**src/rtl/serial_adder_subtractor.sv**
```systemverilog
// Digit-serial two's-complement adder/subtractor. It processes DIGIT bits per clock, LSB first,
// and provides a start/busy/done handshake, status flags and optional signed saturation.
module serial_adder_subtractor #(
    parameter int WIDTH = 16,
    parameter int DIGIT = 4
) (
    input  logic             clk,
    input  logic             rst_n,
    input  logic             start,
    input  logic [WIDTH-1:0] op_a,
    input  logic [WIDTH-1:0] op_b,
    input  logic             sub,
    input  logic             sat,
    output logic             busy,
    output logic             done,
    output logic [WIDTH-1:0] result,
    output logic             carry_out,
    output logic             overflow,
    output logic             zero,
    output logic             negative
);
    localparam int N  = WIDTH / DIGIT;
    localparam int CW = (N > 1) ? $clog2(N) : 1;
    localparam logic [CW-1:0]    LAST    = CW'(N - 1);
    localparam logic [1:0]       S_IDLE  = 2'd0;
    localparam logic [1:0]       S_RUN   = 2'd1;
    localparam logic [1:0]       S_DONE  = 2'd2;
    localparam logic [WIDTH-1:0] SAT_POS = {1'b0, {(WIDTH-1){1'b1}}};
    localparam logic [WIDTH-1:0] SAT_NEG = {1'b1, {(WIDTH-1){1'b0}}};

    function automatic logic [DIGIT:0] slice_add(input logic [DIGIT-1:0] a,
                                                 input logic [DIGIT-1:0] b,
                                                 input logic             cin);
        slice_add = {1'b0, a} + {1'b0, b} + {{DIGIT{1'b0}}, cin};
    endfunction

    logic [1:0]       state_q, state_d;
    logic [WIDTH-1:0] a_q, a_d, b_q, b_d;
    logic             sub_q, sub_d, sat_q, sat_d, cy_q, cy_d;
    logic [CW-1:0]    cnt_q, cnt_d;
    logic             busy_q, busy_d, done_q, done_d;
    logic [WIDTH-1:0] result_q, result_d;
    logic             cout_q, cout_d, ovf_q, ovf_d, zero_q, zero_d, neg_q, neg_d;

    logic [DIGIT-1:0] a_sl_s, bx_sl_s;
    logic [DIGIT:0]   sum_s;
    logic [WIDTH-1:0] raw_s, final_s, a_nx_s, b_nx_s;
    logic             ovf_s, accept_s, last_s;

    assign a_sl_s   = a_q[DIGIT-1:0];
    assign bx_sl_s  = b_q[DIGIT-1:0] ^ {DIGIT{sub_q}};
    assign sum_s    = slice_add(a_sl_s, bx_sl_s, cy_q);
    // carry into the MSB is recovered as a ^ b ^ sum at that bit position
    assign ovf_s    = a_sl_s[DIGIT-1] ^ bx_sl_s[DIGIT-1] ^ sum_s[DIGIT-1] ^ sum_s[DIGIT];
    assign final_s  = (sat_q && ovf_s) ? (a_sl_s[DIGIT-1] ? SAT_NEG : SAT_POS) : raw_s;
    assign accept_s = start && ((state_q == S_IDLE) || (state_q == S_DONE));
    assign last_s   = (cnt_q == LAST);

    generate
        if (DIGIT < WIDTH) begin : g_multi
            logic [WIDTH-DIGIT-1:0] acc_q;

            // Partial-result shift register: completed slices enter at the top and move down.
            always_ff @(posedge clk or negedge rst_n) begin
                if (!rst_n) begin
                    acc_q <= {(WIDTH-DIGIT){1'b0}};
                end else if (accept_s) begin
                    acc_q <= {(WIDTH-DIGIT){1'b0}};
                end else if (state_q == S_RUN) begin
                    acc_q <= raw_s[WIDTH-1:DIGIT];
                end else begin
                    acc_q <= acc_q;
                end
            end

            assign raw_s  = {sum_s[DIGIT-1:0], acc_q};
            assign a_nx_s = {{DIGIT{1'b0}}, a_q[WIDTH-1:DIGIT]};
            assign b_nx_s = {{DIGIT{1'b0}}, b_q[WIDTH-1:DIGIT]};
        end else begin : g_single
            assign raw_s  = sum_s[DIGIT-1:0];
            assign a_nx_s = {WIDTH{1'b0}};
            assign b_nx_s = {WIDTH{1'b0}};
        end
    endgenerate

    // Next-state logic for the IDLE/RUN/DONE sequencer, the operand shifters and the outputs.
    always_comb begin
        state_d  = state_q;
        a_d      = a_q;
        b_d      = b_q;
        sub_d    = sub_q;
        sat_d    = sat_q;
        cy_d     = cy_q;
        cnt_d    = cnt_q;
        busy_d   = busy_q;
        done_d   = 1'b0;
        result_d = result_q;
        cout_d   = cout_q;
        ovf_d    = ovf_q;
        zero_d   = zero_q;
        neg_d    = neg_q;
        case (state_q)
            S_IDLE, S_DONE: begin
                if (accept_s) begin
                    a_d     = op_a;
                    b_d     = op_b;
                    sub_d   = sub;
                    sat_d   = sat;
                    cy_d    = sub;
                    cnt_d   = {CW{1'b0}};
                    busy_d  = 1'b1;
                    state_d = S_RUN;
                end else begin
                    state_d = S_IDLE;
                end
            end
            S_RUN: begin
                a_d   = a_nx_s;
                b_d   = b_nx_s;
                cy_d  = sum_s[DIGIT];
                cnt_d = cnt_q + CW'(1);
                if (last_s) begin
                    state_d  = S_DONE;
                    busy_d   = 1'b0;
                    done_d   = 1'b1;
                    result_d = final_s;
                    cout_d   = sum_s[DIGIT];
                    ovf_d    = ovf_s;
                    zero_d   = (final_s == {WIDTH{1'b0}});
                    neg_d    = final_s[WIDTH-1];
                end else begin
                    state_d = S_RUN;
                end
            end
            default: begin
                state_d = S_IDLE;
                busy_d  = 1'b0;
            end
        endcase
    end

    // State, operand and output registers.
    always_ff @(posedge clk or negedge rst_n) begin
        if (!rst_n) begin
            state_q  <= S_IDLE;
            a_q      <= {WIDTH{1'b0}};
            b_q      <= {WIDTH{1'b0}};
            sub_q    <= 1'b0;
            sat_q    <= 1'b0;
            cy_q     <= 1'b0;
            cnt_q    <= {CW{1'b0}};
            busy_q   <= 1'b0;
            done_q   <= 1'b0;
            result_q <= {WIDTH{1'b0}};
            cout_q   <= 1'b0;
            ovf_q    <= 1'b0;
            zero_q   <= 1'b0;
            neg_q    <= 1'b0;
        end else begin
            state_q  <= state_d;
            a_q      <= a_d;
            b_q      <= b_d;
            sub_q    <= sub_d;
            sat_q    <= sat_d;
            cy_q     <= cy_d;
            cnt_q    <= cnt_d;
            busy_q   <= busy_d;
            done_q   <= done_d;
            result_q <= result_d;
            cout_q   <= cout_d;
            ovf_q    <= ovf_d;
            zero_q   <= zero_d;
            neg_q    <= neg_d;
        end
    end

    assign busy      = busy_q;
    assign done      = done_q;
    assign result    = result_q;
    assign carry_out = cout_q;
    assign overflow  = ovf_q;
    assign zero      = zero_q;
    assign negative  = neg_q;

endmodule
```
**config.mk**
```make
export PLATFORM = sky130hd
export DESIGN_NAME = serial_adder_subtractor
export DESIGN_NICKNAME = d
export VERILOG_FILES = /design/src/rtl/serial_adder_subtractor.sv
export SDC_FILE = /design/constraint.sdc
export NUM_CORES = 1
export LEC_CHECK = 0
export BUFFER_PORTS_ARGS = -buffer_cell sky130_fd_sc_hd__buf_2
export CAP_MARGIN = 25
export CORE_MARGIN = 8
export CORE_UTILIZATION = 25
export DETAILED_ROUTE_END_ITERATION = 7
export GPL_TIMING_DRIVEN = 0
export HOLD_SLACK_MARGIN = 0.1
export PLACE_DENSITY_LB_ADDON = 0.05
export RECOVER_POWER = 100
export SLEW_MARGIN = 10
export SYNTH_ARGS = -nofsm -noshare
export SYNTH_HDL_FRONTEND = slang
export SYNTH_SLANG_ARGS = --single-unit
export TNS_END_PERCENT = 1
```
**constraint.sdc**
```tcl
create_clock -name clk -period 4.2 [get_ports clk]
set_input_delay 0.84 -clock clk [delete_from_list [all_inputs] [get_ports clk]]
set_output_delay 0.84 -clock clk [all_outputs]
set_load 0.05 [all_outputs]
```
* Word-level counts from Yosys, hierarchy flattened *
Cells that the tools add are included.
Widths: inputs -> output; s select.

operators by class
  add/subtract/negate cells = 3
  $mul = 0
  divide/modulo/power cells = 0
  order comparisons = 0
  equal/unequal tests = 5
  shifts and indexed selects = 0
  muxes and demuxes = 20
  bitwise logic cells = 4
  reductions and logical operators = 12

operators by type and width
  cell                 count
  $mux 16              4
  $pmux 16 s2          2
  $mux 12              2
  $logic_not 16->1     1
  $pmux 2 s2           2
  $reduce_and 2->1     4
  $mux 1               6
  $add 4x4->5          1
  $add 5x1->5          1
  $eq 2x2->1 const B   2
  $mux 2               2
  $ne 2x2->1 const B   2
  $pmux 1 s2           2
  $reduce_bool 2->1    2
  $xor 4x4->4          1
  $xor 1x1->1          3
  $add 2x1->2 const B  1
  $eq 2x1->1 const B   1
  $logic_and 1x1->1    2
  $logic_not 2->1      1
  $reduce_or 2->1      1
  $logic_or 1x1->1     1

storage, ports and cells
  register bits = 73
  latch bits = 0
  bits in writable memories = 0
  ROM bits = 0
  input bits = 37
  logic and storage cells = 59
  memories = 0

* Logic depth before layout (Yosys ltp) *
  depth in word-level cells = 8
  mapped depth = 11
  mapped depth without buffers = 9

* Worst setup path before layout *
No wires, ideal clock.

  path kind = register -> register
  from = reg sub_q
  to = reg result_q[10], in the netlist result[10]
  setup time = 120 ps
  data arrival time = 2415 ps
  required time = 4080 ps
  path slack = 1665 ps
  stages on the path, launching flop included = 12
  buffers on the path = 2
  period minus slack after synthesis = 2535 ps
  cells stage by stage = dfrtp_1 clkbuf_1 xnor2_1 fa_1 inv_1 fa_1 a21o_1 a21oi_4 xor2_4 o31ai_2 buf_6 o21ai_2

on the way
  longest elaborated chain between the ends = 7
  elaborated cells on any way between the ends = 8

RTL lines
  item                    RTL line  source
  from (decl)             39        logic sub_q, sub_d, sat_q, sat_d, cy_q, cy_d;
  from (signal assigned)  163       sub_q <= sub_d;
  $xor 4x4->4 (*)         51        assign bx_sl_s = b_q[DIGIT-1:0] ^ {DIGIT{sub_q}};
  $add 4x4->5             34        slice_add = {1'b0, a} + {1'b0, b} + {{DIGIT{1'b0}}, cin};
  $add 5x1->5             34
  $xor 1x1->1             54        assign ovf_s = a_sl_s[DIGIT-1] ^ bx_sl_s[DIGIT-1] ^ sum_s[DIGIT-1] ^ sum_s[DIGIT];
  $xor 1x1->1 (*)         54
  $logic_and 1x1->1 (*)   55        assign final_s = (sat_q && ovf_s) ? (a_sl_s[DIGIT-1] ? SAT_NEG : SAT_POS) : raw_s;
  $mux 16 (*)             55
  to (signal assigned)    154       result_q <= {WIDTH{1'b0}};
  to (signal assigned)    169       result_q <= result_d;
  to (decl)               42        logic [WIDTH-1:0] result_q, result_d;

Mark *: on every way between the ends. The rest lies on a longest branch, timed or not.
A chain may end at the register's enable or synchronous reset.

* Worst setup path after layout *
  from = reg sub_q
  to = reg result_q[9], in the netlist result[9]

The elaborated chain is that of the path after synthesis.

==> metrics.csv <==
stage,metric,value,unit
status,failing checks,"max-capacitance violations, max-slew violations",
yosys,"FFs w/ async S/R, synth",100,%
yosys,Synth Area per Inst,10.0,µm²
finish,sequential cell area,0.00178,mm²
finish,area of the multi-input gates,0.00123,mm²
yosys,Seq cells post-synth,71,
worst_setup_path,worst path bufs/invs,3,
clocking,post-cts sizing count,0,
worst_setup_path,RR Endpoint,result[9],
finish,# diodes,0,
sta,unrepaired setup endpoints after global routing,false,
sta,Max transition margin,-30.2,%
worst_setup_path,CP Depth,11,
sta,clk_skew,7.21,ps
sta,f_max,307,MHz
finish,"Design Area, Final",0.00390,mm²
detailed_routing,routed wire length,9000,µm
placement,IO buf count,58,
floorplan,Die Area,0.0167,mm²
yosys,post-synthesis cell type count,37,
worst_setup_path,reg-to-reg critical path startpoint,sub_q,
floorplan,chip height,129,µm
floorplan,die width,129,µm
worst_setup_path,Reg2Reg Setup Slack,950,ps
yosys,Post-Syn Instances,320,
clocking,hold_buf cts,0,
yosys,Synth area leader,dfrtp_1,
detailed_routing,via count,2549,
worst_setup_path,nature of the critical path endpoint,flop,
floorplan,IO Pins,59,
finish,"most common cell after layout, fill and taps aside",dfrtp_1,
hold_path,hold endpoint,result[12],
finish,layout cells sized above 1,13.7,%
clocking,setup bufs post-CTS,0,
placement,detailed placement HPWL,6650,µm
clocking,Sink Count,71,
detailed_routing,Final ANT Viol Nets,0,
floorplan,Starting Density,25.5,%
finish,most frequent cells in the layout,"dfrtp_1 (71), nand2_1 (70), clkbuf_1 (42)",
worst_setup_path,"CP delay by family, top",compound AO/OA/AOI/OAI gates,
clocking,clock transition at the registers of the reported paths,60,ps
detailed_routing,vias per cell,4.50,
finish,non-filler cells in the finished layout,567,
finish,Finished Core Util,31.0,%
floorplan,Rows,41,
yosys,dominant synthesized flop cell,dfrtp_1,
clocking,Root Buffer,clkbuf_16,
yosys,share of the synthesized area in the top cell type,55.5,%
grt,gr ovfl total,0,
placement,placed cell areas,0.00373,mm²
worst_setup_path,WP data arrival,3460,ps
flow_run,total of max-cap violations,1,
clocking,CTS tree,yes,
yosys,synth warn,0,
floorplan,Core Footprint,0.0126,mm²
grt,first-pass GRT wire length,14600,µm
worst_setup_path,Reg2Reg Depth,11,
status,result of the run,finished with violations,
grt,GRT Resource Usage Total,11.5,%
hold_path,Hold Crit Class,flop to flop,
worst_setup_path,CP Launch Type,flop,
grt,largest net degree at the start of global routing,38,
worst_setup_path,largest stage delay on the critical path,480,ps
clocking,worst skew pair latency,330,ps
sta,setup TNS,0,ps
worst_setup_path,WS Path Type,flop to flop,
worst_setup_path,CP cell instances,"clkbuf_1, xnor2_1, fa_1, inv_1, fa_1, a21o_1, a21oi_1, xor2_1, o31ai_1, buf_6, o21ai_0",
yosys,Post-synth EDFFs,0,
finish,Filler cells,1392,
sta,Tcrit/Tclk final,77.5,%
sta,Worst Tran Pin Value,1950,ps
grt,vias in the first global route,2796,
hold_path,hold depth,2,
sta,"Slew Viols, Final",36,
sta,final hold vios,0,
detailed_routing,DR DRC count,0,
placement,# placed instances,551,
worst_setup_path,Crit path top cell by count,fa_1,
detailed_routing,initial drt markers,143,
hold_path,hold_sp,result[12],
detailed_routing,Pre-antenna DRT Iters,4,
clocking,H-tree Lvls,3,
clocking,TritonCTS buffer count,9,
sta,final worst path period need,3250,ps
detailed_routing,wire per inst,15.9,µm
worst_setup_path,slowest CP cell,o31ai_1,
yosys,synth top area cells,"dfrtp_1 (55%), nand2_1 (8.0%), a22o_1 (5.5%)",
yosys,syn_nets,363,
finish,final net count,433,
yosys,Mapped Area,0.00320,mm²
worst_setup_path,Worst EP required,4410,ps
grt,antenna violations before repair,0,
clocking,Max clock buf depth,2,
worst_setup_path,worst-path maximum fanout,10,
yosys,sequential share of the synthesized area,55.5,%
sta,Final Setup Violations,0,
finish,Area Overhead vs Synth,21.7,%
placement,RD Place Congestion,0.740,
## worst min-delay path: stages, from the launching register on
cell     delay [ps]
dfrtp_1         340
nand2_1          40
o21ai_0          50
## cells by family (layout without fill, tap and decap cells)
group           count (synthesis)  after routing  share of synthesized area (%)
simple gates                  109            109                           13.7
buf+inv                        28            103                           3.91
xor+xnor                        8              8                           2.77
flops                          71             71                           55.5
compound gates                 98             98                           21.3
fa+ha+maj                       6              6                           2.81
## sequential cells by signal (all words and copies together), names as in the netlist
name and cells:
cnt_q 2, sat_q 1, overflow 1, done 1, g_multi.acc_q 12, zero 1, b_q 16, cy_q 1
state_q 1, busy 1, result 16, sub_q 1, a_q 16, carry_out 1
## cells in the mapped netlist, types with 2 or more instances
library cell and instances:
xnor2_1 2, clkbuf_1 11, a22o_1 20, buf_2 4
dfrtp_1 71, xor2_1 5, a31oi_1 23, nor2_1 30
buf_4 2, fa_1 2, nand2_1 68, a21boi_0 2
a22oi_1 2, o21ai_2 10, a21oi_1 17, inv_1 6
o21ai_0 16, buf_1 4, nor2b_1 2, ha_1 4
nand2b_1 2, nand2_2 2
## per-stage QoR
stage | hold WS, ps | setup slack, ps
3_5_place_dp | 464 | 1340
5_1_grt | 505 | 624
4_1_cts | 477 | 1330
3_3_place_gp | 456 | 1360
2_1_floorplan | 450 | 1670
6_report | 472 | 947
## how the worst max path moves through the flow
stage	slack [ps]	start	endpoint
2_1_floorplan	1670	sub_q	result[10]
3_3_place_gp	1360	sub_q	result[9]
3_5_place_dp	1340	sub_q	result[9]
4_1_cts	1330	sub_q	result[9]
5_1_grt	620	sub_q	result[10]
6_report	950	sub_q	result[9]
## layout make-up
| type | count | share of cell area (%) |
|---|---|---|
| clock buffer | 14 | 7.28 |
| multi-input combinational | 221 | 31.5 |
| sequential | 71 | 45.6 |
| clock inverter | 2 | 0.321 |
| timing repair buffer | 59 | 6.80 |
| buffer | 22 | 2.44 |
| inverter | 6 | 0.578 |
| tap | 172 | 5.52 |
## layer usage
metal  routed length, µm  GRT usage, %  part of all wire [%]  vias up
met5                   0             0                     0        -
li1                    -             -                     -     1252
met1                4020          13.7                    45     1226
met3                 448          3.53                   5.0        9
met4                 128          4.42                   1.4        0
met2                4410          18.9                    49       62
Power is not shown: default switching activity piles up to over one toggle a cycle in this logic, so the estimate is an artifact.
